`src/rtl/alu_seq.sv`:
```
// Sequential ALU with a valid/ready handshake on both sides. Most opcodes finish in one
// cycle. MUL uses iterative shift-add and DIV uses iterative restoring division, each over WIDTH cycles.
module alu_seq #(
  parameter int WIDTH = 32
) (
  input  logic                 clk,
  input  logic                 rst,
  input  logic                 in_valid,
  output logic                 in_ready,
  input  logic [WIDTH-1:0]     A,
  input  logic [WIDTH-1:0]     B,
  input  logic [3:0]           sel,
  output logic                 out_valid,
  input  logic                 out_ready,
  output logic [2*WIDTH-1:0]   Yout,
  output logic                 err
);

  localparam int SW = $clog2(WIDTH);
  localparam logic [SW-1:0] LAST_STEP = SW'(WIDTH - 1);

  localparam logic [3:0] OP_ADD  = 4'b0000;
  localparam logic [3:0] OP_SUB  = 4'b0001;
  localparam logic [3:0] OP_MUL  = 4'b0010;
  localparam logic [3:0] OP_DIV  = 4'b0011;
  localparam logic [3:0] OP_AND  = 4'b0100;
  localparam logic [3:0] OP_OR   = 4'b0101;
  localparam logic [3:0] OP_XOR  = 4'b0110;
  localparam logic [3:0] OP_NOT  = 4'b0111;
  localparam logic [3:0] OP_NAND = 4'b1000;
  localparam logic [3:0] OP_NOR  = 4'b1001;
  localparam logic [3:0] OP_XNOR = 4'b1010;
  localparam logic [3:0] OP_SHL  = 4'b1011;
  localparam logic [3:0] OP_SHR  = 4'b1100;
  localparam logic [3:0] OP_EQ   = 4'b1101;
  localparam logic [3:0] OP_GT   = 4'b1110;
  localparam logic [3:0] OP_PASS = 4'b1111;

  typedef enum logic [1:0] {
    IDLE = 2'd0,
    BUSY = 2'd1,
    DONE = 2'd2
  } state_t;

  state_t                state_r;
  logic                  in_ready_r;
  logic                  out_valid_r;
  logic [2*WIDTH-1:0]    yout_r;
  logic                  err_r;
  logic                  is_div_r;
  logic [SW-1:0]         cnt_r;
  logic [WIDTH-1:0]      b_r;
  logic [2*WIDTH-1:0]    acc_r;
  logic [2*WIDTH-1:0]    mcand_r;
  logic [WIDTH-1:0]      quo_r;
  logic [WIDTH-1:0]      rem_r;

  logic [2*WIDTH-1:0]    alu_s;
  logic [2*WIDTH-1:0]    mul_acc_next_s;
  logic [WIDTH:0]        div_trial_s;
  logic                  div_ge_s;
  logic [WIDTH-1:0]      div_rem_next_s;
  logic [WIDTH-1:0]      div_quo_next_s;

  assign in_ready  = in_ready_r;
  assign out_valid = out_valid_r;
  assign Yout      = yout_r;
  assign err       = err_r;

  // Single-cycle result; the DIV entry is only used for the divide-by-zero case
  always_comb begin
    alu_s = {(2*WIDTH){1'b0}};
    case (sel)
      OP_ADD:  alu_s = {{(WIDTH-1){1'b0}}, {1'b0, A} + {1'b0, B}};
      OP_SUB:  alu_s = {{(WIDTH-1){1'b0}}, {1'b0, A} - {1'b0, B}};
      OP_MUL:  alu_s = {(2*WIDTH){1'b0}};
      OP_DIV:  alu_s = {A, {WIDTH{1'b1}}};
      OP_AND:  alu_s = {{WIDTH{1'b0}}, A & B};
      OP_OR:   alu_s = {{WIDTH{1'b0}}, A | B};
      OP_XOR:  alu_s = {{WIDTH{1'b0}}, A ^ B};
      OP_NOT:  alu_s = {{WIDTH{1'b0}}, ~A};
      OP_NAND: alu_s = {{WIDTH{1'b0}}, ~(A & B)};
      OP_NOR:  alu_s = {{WIDTH{1'b0}}, ~(A | B)};
      OP_XNOR: alu_s = {{WIDTH{1'b0}}, ~(A ^ B)};
      OP_SHL:  alu_s = {{WIDTH{1'b0}}, A} << B[SW-1:0];
      OP_SHR:  alu_s = {{WIDTH{1'b0}}, A >> B[SW-1:0]};
      OP_EQ:   alu_s = {{(2*WIDTH-1){1'b0}}, (A == B)};
      OP_GT:   alu_s = {{(2*WIDTH-1){1'b0}}, (A > B)};
      OP_PASS: alu_s = {{WIDTH{1'b0}}, A};
      default: alu_s = {(2*WIDTH){1'b0}};
    endcase
  end

  // One iteration step of shift-add multiply and restoring divide
  always_comb begin
    mul_acc_next_s = acc_r;
    div_rem_next_s = rem_r;
    div_trial_s    = {rem_r, quo_r[WIDTH-1]};
    div_ge_s       = (div_trial_s >= {1'b0, b_r});
    if (quo_r[0]) begin
      mul_acc_next_s = acc_r + mcand_r;
    end else begin
      mul_acc_next_s = acc_r;
    end
    // The remainder after subtraction is always below B, so modulo-2^WIDTH subtraction is exact
    if (div_ge_s) begin
      div_rem_next_s = div_trial_s[WIDTH-1:0] - b_r;
    end else begin
      div_rem_next_s = div_trial_s[WIDTH-1:0];
    end
    div_quo_next_s = {quo_r[WIDTH-2:0], div_ge_s};
  end

  // Control FSM, iteration registers and registered outputs
  always_ff @(posedge clk) begin
    if (rst) begin
      state_r     <= IDLE;
      in_ready_r  <= 1'b1;
      out_valid_r <= 1'b0;
      yout_r      <= {(2*WIDTH){1'b0}};
      err_r       <= 1'b0;
      is_div_r    <= 1'b0;
      cnt_r       <= {SW{1'b0}};
      b_r         <= {WIDTH{1'b0}};
      acc_r       <= {(2*WIDTH){1'b0}};
      mcand_r     <= {(2*WIDTH){1'b0}};
      quo_r       <= {WIDTH{1'b0}};
      rem_r       <= {WIDTH{1'b0}};
    end else begin
      case (state_r)
        IDLE: begin
          if (in_valid) begin
            in_ready_r <= 1'b0;
            cnt_r      <= {SW{1'b0}};
            if (sel == OP_MUL) begin
              is_div_r <= 1'b0;
              acc_r    <= {(2*WIDTH){1'b0}};
              mcand_r  <= {{WIDTH{1'b0}}, A};
              quo_r    <= B;
              state_r  <= BUSY;
            end else if ((sel == OP_DIV) && (B != {WIDTH{1'b0}})) begin
              is_div_r <= 1'b1;
              rem_r    <= {WIDTH{1'b0}};
              quo_r    <= A;
              b_r      <= B;
              state_r  <= BUSY;
            end else begin
              yout_r      <= alu_s;
              err_r       <= (sel == OP_DIV);
              out_valid_r <= 1'b1;
              state_r     <= DONE;
            end
          end else begin
            in_ready_r <= 1'b1;
          end
        end
        BUSY: begin
          cnt_r <= cnt_r + {{(SW-1){1'b0}}, 1'b1};
          if (is_div_r) begin
            rem_r <= div_rem_next_s;
            quo_r <= div_quo_next_s;
          end else begin
            acc_r   <= mul_acc_next_s;
            mcand_r <= {mcand_r[2*WIDTH-2:0], 1'b0};
            quo_r   <= {1'b0, quo_r[WIDTH-1:1]};
          end
          if (cnt_r == LAST_STEP) begin
            if (is_div_r) begin
              yout_r <= {div_rem_next_s, div_quo_next_s};
            end else begin
              yout_r <= mul_acc_next_s;
            end
            err_r       <= 1'b0;
            out_valid_r <= 1'b1;
            state_r     <= DONE;
          end else begin
            state_r <= BUSY;
          end
        end
        DONE: begin
          if (out_ready) begin
            out_valid_r <= 1'b0;
            in_ready_r  <= 1'b1;
            state_r     <= IDLE;
          end else begin
            state_r <= DONE;
          end
        end
        default: begin
          state_r     <= IDLE;
          in_ready_r  <= 1'b1;
          out_valid_r <= 1'b0;
        end
      endcase
    end
  end

endmodule

```
`config.mk`:
```
export PLATFORM = sky130hd
export DESIGN_NAME = alu_seq
export DESIGN_NICKNAME = d
export VERILOG_FILES = /design/src/rtl/alu_seq.sv
export SDC_FILE = /design/constraint.sdc
export NUM_CORES = 2
export LEC_CHECK = 0
export BUFFER_PORTS_ARGS = -buffer_cell sky130_fd_sc_hd__clkbuf_2
export CORE_ASPECT_RATIO = 0.5
export CORE_MARGIN = 10
export CORE_UTILIZATION = 35
export DETAILED_ROUTE_END_ITERATION = 6
export GPL_ROUTABILITY_DRIVEN = 1
export SYNTH_ARGS = -nofsm -noshare
export SYNTH_HDL_FRONTEND = slang
export SYNTH_SLANG_ARGS = --single-unit
```
`constraint.sdc`:
```
create_clock -name clk -period 5.2 [get_ports clk]
set_input_delay 0.52 -clock clk [delete_from_list [all_inputs] [get_ports clk]]
set_output_delay 0.52 -clock clk [all_outputs]
set_load 0.01 [all_outputs]
```
==> impl_results.md <==
- Status: finished, final reports clean
- Post-DRT Antenna Nets: 0
- Critical Path Source Type: flip-flop
- Pins over their slew limit: 0
- Worst slew margin: under 10%
- Area share of the largest cell type after synthesis: about a fifth
- Area Growth Syn to Fin: 11.4%
- CTS sink count: 299
- GRT Overall Usage: 31.0%
- Die width: 424 um
- Hold EP: out_valid$_SDFFE_PP0P_
- Cells on worst reg2reg path: 13
- Combinational power share: a little under a third
- Syn_nets: 4284
- Data arrival time of the critical path: 4.62 ns
- Worst hold path type: in2reg
- Area leader, netlist: dfxtp_1
- Lkg Pwr: 0.0128 uW
- YS warnings: 0
- Area after DPL: roughly 31000 um^2
- Flop2flop setup slack: 1.02 ns
- Port bufs: 138
- Seq/Total Area, Yosys: 20.9%
- Pint: 4660 uW
- Reg clk slew, reported paths: 0.07 ns
- Max-Cap Viols: 0
- Design area: 31900 um^2
- Synthesized area: ~29000 um^2
- Hold Crit Depth: 4
- Net Switching: 2850 uW
- Data required time of the worst path: 5.64 ns
- R2r endpoint: Yout[58]$_SDFFE_PP0P_
- Sequential Power Share: 32.6%
- Iteration-0 DRC Markers: 4948
- Period minus WS final: about 4.2 ns
- Gr ovfl total: 0
- Worst-Skew Late Latency: 0.58 ns
- Die height: 222 um
- Row Count: 74
- Clock power share: 36.3%
- Clk buf depth: 3
- Core area: 81300 um^2
- First-pass GRT wire length: 220000 um
- Final cycle utilization of the critical path: 80.4%
- Gpl congestion: roughly 1.1
- RSZ-0062 raised after global routing: false
- Vias per cell: 6.52
- Synth top area cells: dfxtp_1, ha_1, a21oi_1
- CTS tree: yes
- Postcts setup bufs: 0
- H-tree depth: 2
- Post-synth top cells: nor2_1, a21oi_1, nand2_1, dfxtp_1, clkbuf_1
- Clock root cell: clkbuf_16
- Share of layout cells above drive strength 1: 11.4%
- Initial Util: 35.2%
- Die area: 94300 um^2
- Synth Flop Type: dfxtp_1
- Post-synth ARST share: 0%
- CTS buffer count: 34
- DRC Markers: 0
- Setup crit end kind: flip-flop
- Initial antenna violation count: 9
- Setup Skew: 0.0237 ns
- Mapped Cells: roughly 4000
- Drt total wl: 157000 um
- CP max FO: 3
- Cell with the most instances after synthesis: nor2_1
- DR WL/cell: 30.5 um
- DRT Pass-1 Iters: 6
- Fmax: 0.239 GHz
- Hold path start: out_ready
- Via count of the first global-routing pass: around 30000
- Final setup fails: 0
- Switch share: 37.9%
- VDD IR max: 163 uV
- Post-detail-place hpwl: 120000 um
- Syn Area/Cell: between 7 and 8 um^2
- Worst-margin pin slew: 1.41 ns
- Crit Path Category: reg2reg
- PnR worst setup slack: about 1 ns
- Fillers: 8735
- NumNets Final: between 4000 and 5000
- Final Hold Fails: 0
- Largest net degree at the start of global routing: 113
- IO Pins: 139
- Synthesized flop and latch total: around 300
- Cell variety after synth: 88
- Post-cts hold buffer count: 0
- Power Dens Cells: 236 nW/um^2
- Setup WS pre-CTS: 0.750 ns
- R2R Path Start: acc_r[0]$_SDFFE_PP0P_
- CTS resizes: 0
- EDFF count, synth: 0
- Final Total Pwr: 7510 uW
- Via count: 33443
- TNS Setup: 0 ns
[worst max-delay path by stage]
stage                                start                     end  slack, ns  depth (start not counted)
detailed placement                    B[0]    Yout[0]$_SDFFE_PP0P_       0.75                         12
finish               acc_r[0]$_SDFFE_PP0P_   Yout[58]$_SDFFE_PP0P_       1.02                         13
global placement                      B[0]    Yout[0]$_SDFFE_PP0P_       0.67                         12
CTS                  acc_r[0]$_SDFFE_PP0P_   Yout[58]$_SDFFE_PP0P_       1.10                         13
floorplan                             B[3]   Yout[31]$_SDFFE_PP0P_       1.37                         15
global route        acc_r[15]$_SDFFE_PP0P_  acc_r[58]$_SDFFE_PP0P_       0.81                         12
[worst max-delay path, stage by stage, from the launching register on]
cell	delay (ns)
dfxtp_1	0.33
ha_1	0.23
fa_1	0.43
a211oi_1	0.36
o21bai_2	0.14
o211ai_1	0.24
a31oi_1	0.19
o2111ai_1	0.43
a2111oi_0	0.24
o31ai_1	0.40
a211oi_1	0.19
o21a_1	0.21
a211oi_1	0.50
a31oi_1	0.15
[power groups by stage]
stage	registers, uW	logic, uW	clock network [uW]
after floorplan	2480	1290	0
after global placement	2500	2220	0
after detailed placement	2500	2220	0
after CTS	2450	2230	2730
after global routing	2450	2410	2820
final	2450	2340	2720
[sequential cells by signal, summed over array words and instances (netlist names), 2 cells and up]
name / count
Yout: 64
acc_r: 64
b_r: 32
cnt_r: 5
mcand_r: 64
quo_r: 32
rem_r: 32
state_r: 2
[metal layers]
layer | track usage (%) | share of wire, %
met3 | 8.98 | 13
met4 | 10.8 | 4.1
met1 | 44.5 | 43
met5 | 0 | 0.032
met2 | 43.3 | 39
[cells by family (layout without fill, tap and decap cells)]
family	after synthesis	in the layout	share of synthesized area, %
XOR/XNOR	108	108	3.31
AND/OR/NAND/NOR	1281	1281	19.3
other	0	3	0
buffers and inverters	496	508	6.67
multiplexers	170	170	7.94
adder cells (fa/ha/maj)	198	198	8.76
flip-flops	299	299	20.9
AO/OA/AOI/OAI	1462	1462	33.1
[cell type report]
| class | instances | area, um^2 | area share, % |
|---|---|---|---|
| antenna | 3 | 7.51 | 0.0235 |
| sequential | 299 | 5990 | 18.8 |
| timing repair buffer | 291 | 1920 | 6.01 |
| tap | 1102 | 1380 | 4.32 |
| clock buffer | 44 | 960 | 3.01 |
| clock inverter | 15 | 235 | 0.738 |
| inverter | 158 | 593 | 1.86 |
| multi-input combinational | 3219 | 20800 | 65.3 |
[stage by stage]
step | util [%] | hold WS, ns | instances
3_5_place_dp | 37.7 | 0.447 | 5069
2_1_floorplan | - | 0.436 | 4014
4_1_cts | 39.2 | 0.262 | 5128
6_report | 39.2 | 0.298 | 5131
3_3_place_gp | 37.7 | 0.444 | 5069
5_1_grt | 39.2 | 0.308 | 5129
[cell usage in the layout, fill, tap and decap left out, types with 59 or more instances in the layout]
master / Yosys / final
a21o_1: 69 / 69
clkbuf_2: 0 / 133
nand2_1: 440 / 440
a22oi_1: 77 / 77
a21oi_1: 481 / 480
nand3_1: 59 / 59
inv_1: 153 / 153
o21ai_0: 245 / 244
a211oi_1: 102 / 102
dfxtp_1: 299 / 297
ha_1: 194 / 194
mux2i_1: 110 / 110
nor2_1: 521 / 516
xnor2_1: 68 / 68
buf_4: 2 / 150
No activity file was read; power rests on OpenSTA's default activity.
